<file path="config.mk">
export PLATFORM = sky130hd
export DESIGN_NAME = muldiv_ctrl
export DESIGN_NICKNAME = d
export VERILOG_FILES = /design/src/rtl/muldiv_pkg.sv /design/src/rtl/muldiv_divider.sv /design/src/rtl/muldiv_ctrl.sv
export SDC_FILE = /design/constraint.sdc
export NUM_CORES = 2
export LEC_CHECK = 0
export ABC_AREA = 1
export BUFFER_PORTS_ARGS = -buffer_cell sky130_fd_sc_hd__buf_2
export CORE_MARGIN = 2
export CORE_UTILIZATION = 45
export CTS_CLUSTER_DIAMETER = 150
export DETAILED_ROUTE_END_ITERATION = 10
export SLEW_MARGIN = 20
export SYNTH_ARGS = -nofsm -noshare
export SYNTH_HDL_FRONTEND = slang
export SYNTH_SLANG_ARGS = --single-unit
</file>
<file path="constraint.sdc">
create_clock -name clk -period 14.75 [get_ports clk]
set_input_delay 1.475 -clock clk [delete_from_list [all_inputs] [get_ports clk]]
set_output_delay 1.475 -clock clk [all_outputs]
set_load 0.02 [all_outputs]
</file>
<file path="src/rtl/muldiv_pkg.sv">
// Shared types and constants for the HI/LO multiply/divide sequencer.
package muldiv_pkg;

   // Divider iterations, one quotient bit per cycle; only 32 is legal.
   localparam int unsigned DIV_STEPS = 32;

   typedef enum logic [3:0] {
      MD_NONE  = 4'd0,
      MD_MULT  = 4'd1,
      MD_MULTU = 4'd2,
      MD_DIV   = 4'd3,
      MD_DIVU  = 4'd4,
      MD_MTHI  = 4'd5,
      MD_MTLO  = 4'd6,
      MD_MADD  = 4'd7,
      MD_MADDU = 4'd8,
      MD_MSUB  = 4'd9,
      MD_MSUBU = 4'd10
   } md_op_t;

   typedef enum logic [1:0] {
      StIdle,
      StMul,
      StDiv,
      StFix
   } md_state_t;

   function automatic logic [31:0] abs32(input logic [31:0] v);
      return v[31] ? -v : v;
   endfunction

endpackage

</file>
<file path="src/rtl/muldiv_divider.sv">
// Iterative restoring unsigned divider core: one quotient bit per step.
// load_i latches magnitudes and clears the step counter; done_o flags the final step.
module muldiv_divider
   import muldiv_pkg::*;
(
   input  logic        clk,
   input  logic        resetn,
   input  logic        load_i,
   input  logic        step_i,
   input  logic [31:0] dividend_i,
   input  logic [31:0] divisor_i,
   output logic [31:0] quotient_o,
   output logic [31:0] remainder_o,
   output logic        done_o
);

   logic [31:0] quo_q, quo_d, rem_q, rem_d, dvs_q, dvs_d;
   logic [4:0]  cnt_q, cnt_d;
   logic [32:0] trial;

   // One restoring step: shift in the next dividend bit and try to subtract.
   always_comb begin
      quo_d = quo_q;
      rem_d = rem_q;
      dvs_d = dvs_q;
      cnt_d = cnt_q;
      trial = {rem_q, quo_q[31]} - {1'b0, dvs_q};
      if (load_i) begin
         quo_d = dividend_i;
         rem_d = '0;
         dvs_d = divisor_i;
         cnt_d = '0;
      end else if (step_i) begin
         if (!trial[32]) begin
            rem_d = trial[31:0];
            quo_d = {quo_q[30:0], 1'b1};
         end else begin
            rem_d = {rem_q[30:0], quo_q[31]};
            quo_d = {quo_q[30:0], 1'b0};
         end
         // 5-bit counter wraps 31 -> 0 on the last step
         cnt_d = cnt_q + 5'd1;
      end
   end

   // Divider state registers, cleared on reset.
   always_ff @(posedge clk) begin
      if (!resetn) begin
         quo_q <= '0;
         rem_q <= '0;
         dvs_q <= '0;
         cnt_q <= '0;
      end else begin
         quo_q <= quo_d;
         rem_q <= rem_d;
         dvs_q <= dvs_d;
         cnt_q <= cnt_d;
      end
   end

   assign quotient_o  = quo_q;
   assign remainder_o = rem_q;
   assign done_o      = step_i && (cnt_q == 5'(DIV_STEPS - 1));

endmodule

</file>
<file path="src/rtl/muldiv_ctrl.sv">
// HI/LO sequencer: MTHI/MTLO, single-cycle-issue multiply, 32-step divide.
// Optional build macro MULDIV_MADD_EN enables MADD/MADDU/MSUB/MSUBU.
module muldiv_ctrl
   import muldiv_pkg::*;
(
   input  logic        clk,
   input  logic        resetn,
   input  logic        start_i,
   input  logic [3:0]  op_i,
   input  logic [31:0] a_i,
   input  logic [31:0] b_i,
   input  logic        flush_i,
   input  logic [31:0] hi_in_i,
   input  logic [31:0] lo_in_i,
   output logic [31:0] hi_data_o,
   output logic [31:0] lo_data_o,
   output logic        hi_write_o,
   output logic        lo_write_o,
   output logic        busy_o,
   output logic        done_o
);

   md_state_t   state_q, state_d;
   md_op_t      op;
   logic        is_mul, is_madd, is_div, is_mt, mul_signed, div_signed, legal, accept;
   logic [63:0] a_ext, b_ext, prod, prod_d, prod_q;
   logic        sign_q_q, sign_r_q, div0_q;
   logic [31:0] quotient, remainder, q_fix, r_fix;
   logic        div_done, div_load;

   assign op = md_op_t'(op_i);

`ifdef MULDIV_MADD_EN
   logic        is_msub;
   logic [63:0] acc;
   assign acc = {hi_in_i, lo_in_i};
`else
   logic        unused_acc;
   assign unused_acc = ^{hi_in_i, lo_in_i};
`endif

   // Decode the request and decide whether it is accepted this cycle.
   always_comb begin
      is_mul = (op == MD_MULT) || (op == MD_MULTU);
      is_div = (op == MD_DIV) || (op == MD_DIVU);
      is_mt  = (op == MD_MTHI) || (op == MD_MTLO);
`ifdef MULDIV_MADD_EN
      is_madd = op inside {MD_MADD, MD_MADDU, MD_MSUB, MD_MSUBU};
      is_msub = op inside {MD_MSUB, MD_MSUBU};
`else
      is_madd = 1'b0;
`endif
      mul_signed = op inside {MD_MULT, MD_MADD, MD_MSUB};
      div_signed = (op == MD_DIV);
      legal      = is_mul || is_madd || is_div || is_mt;
      accept     = resetn && !flush_i && start_i && (state_q == StIdle) && legal;
   end

   // 64-bit product, optionally accumulated into the current HI/LO pair.
   always_comb begin
      a_ext = mul_signed ? {{32{a_i[31]}}, a_i} : {32'd0, a_i};
      b_ext = mul_signed ? {{32{b_i[31]}}, b_i} : {32'd0, b_i};
      prod  = a_ext * b_ext;
`ifdef MULDIV_MADD_EN
      if (is_madd) prod_d = is_msub ? (acc - prod) : (acc + prod);
      else         prod_d = prod;
`else
      prod_d = prod;
`endif
   end

   assign div_load = accept && is_div;

   muldiv_divider u_divider (
      .clk         (clk),
      .resetn      (resetn),
      .load_i      (div_load),
      .step_i      (state_q == StDiv),
      .dividend_i  (div_signed ? abs32(a_i) : a_i),
      .divisor_i   (div_signed ? abs32(b_i) : b_i),
      .quotient_o  (quotient),
      .remainder_o (remainder),
      .done_o      (div_done)
   );

   // Divide by zero leaves the remainder holding |a|; sign fixup restores raw a.
   assign q_fix = div0_q ? 32'hFFFF_FFFF : (sign_q_q ? -quotient : quotient);
   assign r_fix = sign_r_q ? -remainder : remainder;

   // Next state and HI/LO write port; flush and reset suppress everything.
   always_comb begin
      state_d    = state_q;
      hi_data_o  = '0;
      lo_data_o  = '0;
      hi_write_o = 1'b0;
      lo_write_o = 1'b0;
      done_o     = 1'b0;
      unique case (state_q)
         StIdle: begin
            if (accept) begin
               if (is_mt) begin
                  hi_write_o = (op == MD_MTHI);
                  lo_write_o = (op == MD_MTLO);
                  hi_data_o  = (op == MD_MTHI) ? a_i : '0;
                  lo_data_o  = (op == MD_MTLO) ? a_i : '0;
               end else if (is_div) begin
                  state_d = StDiv;
               end else begin
                  state_d = StMul;
               end
            end
         end
         StMul: begin
            {hi_data_o, lo_data_o} = prod_q;
            hi_write_o = 1'b1;
            lo_write_o = 1'b1;
            done_o     = 1'b1;
            state_d    = StIdle;
         end
         StDiv: begin
            if (div_done) state_d = StFix;
         end
         StFix: begin
            hi_data_o  = r_fix;
            lo_data_o  = q_fix;
            hi_write_o = 1'b1;
            lo_write_o = 1'b1;
            done_o     = 1'b1;
            state_d    = StIdle;
         end
         default: state_d = StIdle;
      endcase
      if (flush_i || !resetn) begin
         state_d    = StIdle;
         hi_data_o  = '0;
         lo_data_o  = '0;
         hi_write_o = 1'b0;
         lo_write_o = 1'b0;
         done_o     = 1'b0;
      end
   end

   // State, product and divide-sign registers.
   always_ff @(posedge clk) begin
      if (!resetn) begin
         state_q  <= StIdle;
         prod_q   <= '0;
         sign_q_q <= 1'b0;
         sign_r_q <= 1'b0;
         div0_q   <= 1'b0;
      end else begin
         state_q <= state_d;
         if (accept && (is_mul || is_madd)) prod_q <= prod_d;
         if (div_load) begin
            sign_q_q <= div_signed && (a_i[31] ^ b_i[31]);
            sign_r_q <= div_signed && a_i[31];
            div0_q   <= (b_i == 32'd0);
         end
      end
   end

   assign busy_o = (state_q != StIdle);

endmodule
</file>
# --- Word level (Yosys, flattened, before mapping) ---
# Cells that the tools add are included.
totals:
  reg_bits: 170
  output_inout_bits: 68
  elab_cells: 97
classes:
  add_sub_neg: 6
  mul: 1
  eq_ne: 15
  mux: 38
  bitwise_logic: 2
  reduce_logical: 26
ops:
  columns: ["operator", "count"]
  rows:
  - ["32-bit 2-to-1 mux", 18]
  - ["32-bit case mux with 3 select lines", 2]
  - ["64-bit 2-to-1 mux", 2]
  - ["32-bit negator", 4]
  - ["64-bit by 64-bit multiplier with 64-bit output", 1]
  - ["33-bit by 32-bit subtractor with 33-bit output", 1]
  - ["32-bit zero test", 1]
  - ["4-bit by 3-bit equality test with 1-bit output (second input constant)", 4]
  - ["1-bit logical AND", 9]
  - ["1-bit 2-to-1 mux", 9]
  - ["4-bit by 2-bit equality test with 1-bit output (second input constant)", 2]
  - ["2-bit 2-to-1 mux", 4]
  - ["1-bit logical OR", 6]
  - ["2-bit inequality test (second input constant)", 3]
  - ["2-bit case mux with 3 select lines", 1]
  - ["2-bit OR reduction", 3]
  - ["5-bit by 1-bit adder with 5-bit output (second input constant)", 1]
  - ["5-bit equality test (second input constant)", 1]
  - ["2-bit equality test (second input constant)", 2]
  - ["4-bit by 1-bit equality test with 1-bit output (second input constant)", 1]
  - ["4-bit equality test (second input constant)", 1]
  - ["1-bit case mux with 2 select lines", 2]
  - ["2-bit nonzero test", 2]
  - ["3-bit AND reduction", 1]
  - ["6 further kinds", 7]

# --- Depth between registers and ports, before layout ---
logic_depth:
  ltp_word: 8
  depth_mapped: 48
  depth_no_buf: 47

# --- Cells and area by module ---
# Synthesis repeated with hierarchy kept, for this count alone.
unflattened:
  cells_unflattened: 8406
  area_unflattened_um2: 63317.0
modules_own_cells:
  columns: ["mod", "n_inst", "cells_each", "area_per_inst_um2", "seq_area_each_um2"]
  rows:
  - ["muldiv_ctrl", 1, 7216, 56270.2, 1381.3]
  - ["muldiv_divider", 1, 1190, 7046.8, 2021.9]

# --- Worst setup path before layout ---
# Ideal clock, no wire load.
synth_path:
  path_type: "input to register"
  from: "in op_i[0]"
  to: "reg prod_q[63]"
  setup_ps: 64
  t_arrival_ps: 10242
  required_ps: 14686
  path_slack_ps: 4444
  cell_stages: 37
  n_path_buf: 3
  cell_sequence: "nand2_1 -> inv_1 -> nand2_1 -> nand2_1 -> buf_4 -> inv_2 -> buf_1 -> buf_1 -> nor2_1 -> fa_1 -> inv_1 -> fa_1 -> inv_1 -> fa_1 -> inv_1 -> fa_1 -> inv_1 -> fa_1 -> fa_1 -> fa_1 -> fa_1 -> fa_1 -> inv_1 -> fa_1 -> inv_1 -> ha_1 -> a21oi_1 -> inv_1 -> a31oi_1 -> o21ai_0 -> a21oi_1 -> o21ai_0 -> a21oi_1 -> nand3_1 -> nand2_1 -> nor2_1 -> nor2_1"
synth_via:
  elab_chain_cells: 6
synth_lines:
  columns: ["element", "line_no", "source"]
  rows:
  - ["start, declared", "muldiv_ctrl.sv:9", "input logic [3:0] op_i,"]
  - ["parallel branches: the longest is 6 deep, another holds 64-bit by 64-bit multiplier with 64-bit output", null, null]
  - ["end signal, assigned", "muldiv_ctrl.sv:153", "if (accept && (is_mul || is_madd)) prod_q <= prod_d;"]
  - ["end, declared", "muldiv_ctrl.sv:26", "logic [63:0] a_ext, b_ext, prod, prod_d, prod_q;"]
# Parallel ways; which one is timed is not known.
# A chain may end at the register's enable or synchronous reset.

# --- Final worst setup path ---
layout_path:
  from: "in op_i[2]"
  to: "reg prod_q[63]"
# The elaborated chain is that of the path after synthesis.

==> flow_summary.yaml <==
layout:
  layout_common_cells: "2,421 x inv_1, 1,816 x nand2_1, 1,413 x fa_1"
  multi_input_area_um2: 48600
  mostFrequentLayoutCell: "inv_1"
  fin_nets: 10000
  final_layout_size_suffix_gt1_frac: 0.0428
  fillers: 14000
  areaGrowthSynthToFinish_pct: 4.50
  seqCellArea_um2: 3400
timing:
  fmax_mhz: 85.8
  clock-skew-final_ps: 10.3
  fin_ws_ps: 3100
  holdWs_ps: 465
  min_period_over_period: 0.790
  slew_headroom: 0.173
  finalMaxSlewViolations: 0
  tns_ps: 0
  worst_pin_slew_ps: 1240
  hold_viol: 0
  grt_setup_unrepaired: "no"
  setup_viol: 0
  finalCriticalPeriod_ps: 11650
yosys:
  yosysSeqAreaShare: 0.0544
  synthArstFlopShare: 0
  synth_warnings: 0
  ys_ff_latch: 170
  ys.flop_type: "dfxtp_1"
  synth_area_um2: 62600
  synth_top_family_by_area: "adder cells"
  syn_nets: 10100
  synth_edf_count: 0
  synthAdderAreaFrac: 0.523
  synth_cell_types: 57
  netlist_instances: 8205
  synth-simple-area-share: 0.165
  synth_xor_area_frac: 0.0162
  synth_compound_area_frac: 0.0717
  syn_avg_cell_area_um2: 7.63
  synth.mux.area_fraction: 0
setup_path:
  cp-end-kind: "flip-flop"
  crit_top_cell: "fa_1"
  worstPathArrival_ps: 12060
  crit_path_start: "op_i[2]"
  startpoint_type: "input port"
  critPathMaxStageDelay_ps: 900
  r2r-start: "u_divider.quotient_o[31]"
  path_max_fanout: 12
  cpMaxStageDelayCell: "fa_1"
  criticalPathCategory: "input port to flip-flop"
  cp.required_ps: 15160
clock_tree:
  post-cts-setup-buffers: 0
  tritoncts: "done"
  clockRootBuffer: "clkbuf_16"
  clk_pin_slew_ps: 70
  clock_path_buffers: 2
  ctsResizeCount: 0
  numClockSinks: 170
  cts_max_level: 4
  cts.hold.buffers_added: 0
  insertion_delay_ps: 470
  cts_made_buffers: 17
global_routing:
  grt_pass1_wl_mm: 338
  grt_remaining_overflow: 0
  antenna_found_initial: 10
  grtUsageTotal: 0.319
  grt_pass1_vias: 55000
  grt_max_degree: 61
outcome:
  status: "finished, final reports clean"
place:
  dp_slack_ps: 2520
  dp_hpwl_mm: 184
  gp_congestion: 1.03
  port_buffers: 139
hold_path:
  hold_class: "flip-flop to flip-flop"
  hp-start: "u_divider.dvs_q[26]"
routing:
  drcViolationCount: 0
  first_pass_iters: 7
  avgViaCountPerCell: 5.25
  post_drt_wl_per_cell_um: 22.2
  drt_wl_total_mm: 219
  vias: 52000
  drt_iter0_drc: 4204
  ant_nets: 0
floorplanning:
  core_area_um2: 138000
  die_y_um: 377
  die_x_um: 377
  ios: 204
  rows: 136
  initial_core_util: 0.454
  die_area_um2: 142000
job:
  max_cap_violations: 0
## metrics by stage
step,std cells,util,instance area (um2)
2_1_floorplan,8205,-,62600
3_3_place_gp,9871,0.470,64800
3_5_place_dp,9871,0.470,64800
4_1_cts,9903,0.474,65400
5_1_grt,9903,0.474,65400
6_report,9906,0.474,65400
## logic make-up (layout without fill, tap and decap cells)
| group | after synthesis | count (layout) |
|---|---|---|
| adders and majority gates | 1769 | 1769 |
| AOI/OAI and AO/OA | 792 | 792 |
| other | 0 | 3 |
| DFF | 170 | 170 |
| and+or+nand+nor | 2557 | 2557 |
| buffers and inverters | 2801 | 2705 |
| xor gates and xnor gates | 116 | 116 |
## state kept, by name, indices dropped and copies added (netlist names)
name and flops:
prod_q 64, u_divider.dvs_q 32, u_divider.quotient_o 32, u_divider.remainder_o 32, u_divider.cnt_q 5, state_q 2, div0_q 1, sign_q_q 1
sign_r_q 1
## cells in the mapped netlist (all sizes together), types with 5 or more instances
cell	n	area share
inv	2433	0.15
nand2	1824	0.11
fa	1413	0.45
nor2	397	0.025
ha	356	0.071
a21oi	299	0.024
o21ai	268	0.022
clkbuf	234	0.014
nand3	187	0.015
dfxtp	170	0.054
buf	132	0.0098
xor2	77	0.011
a31oi	60	0.0060
nor3	53	0.0046
nand4	44	0.0047
xnor2	39	0.0055
o211ai	30	0.0036
o22ai	26	0.0026
or2	21	0.0021
o21bai	20	0.0024
o21a	19	0.0023
nand3b	17	0.0022
a221oi	16	0.0022
a21o	14	0.0017
nor4	11	0.0011
a21boi	9	0.0011
o31ai	9	0.0013
a211oi	5	0.00060
o221ai	5	0.00070
## cell type report
| type | count | area share |
|---|---|---|
| clock inverter | 15 | 0.00243 |
| antenna | 3 | 0.000115 |
| timing repair buffer | 238 | 0.0222 |
| tap | 1794 | 0.0343 |
| inverter | 2435 | 0.140 |
| sequential | 170 | 0.0520 |
| multi-input combinational | 5234 | 0.743 |
| clock buffer | 17 | 0.00651 |
## worst max-delay path, delay by kind of cell
kind / cells / cell delay (ps)
AO/OA/AOI/OAI: 7 / 1550
AND/OR/NAND/NOR: 9 / 1410
buffers and inverters: 8 / 1200
adder cells (fa/ha/maj): 11 / 6390
## routing by layer
metal  track usage  part of all wire  vias to the layer above
met4         0.127             0.048                        4
met5             0           0.00018                        -
met3        0.0373             0.065                      382
met2         0.533              0.47                     1879
met1         0.423              0.41                    26300
li1              -                 -                    23400
## path summary, 6_finish.rpt
check                           slack, ps                        to  cells past startpoint
worst max-delay path                 3100                prod_q[63]                     35
worst min-delay path                  460       u_divider.dvs_q[26]                      2
worst max register to register      11280  u_divider.remainder_o[6]                     17
worst min register to register        460       u_divider.dvs_q[26]                      2
Power is not shown: default switching activity piles up to over one toggle a cycle in this logic, so the estimate is an artifact.
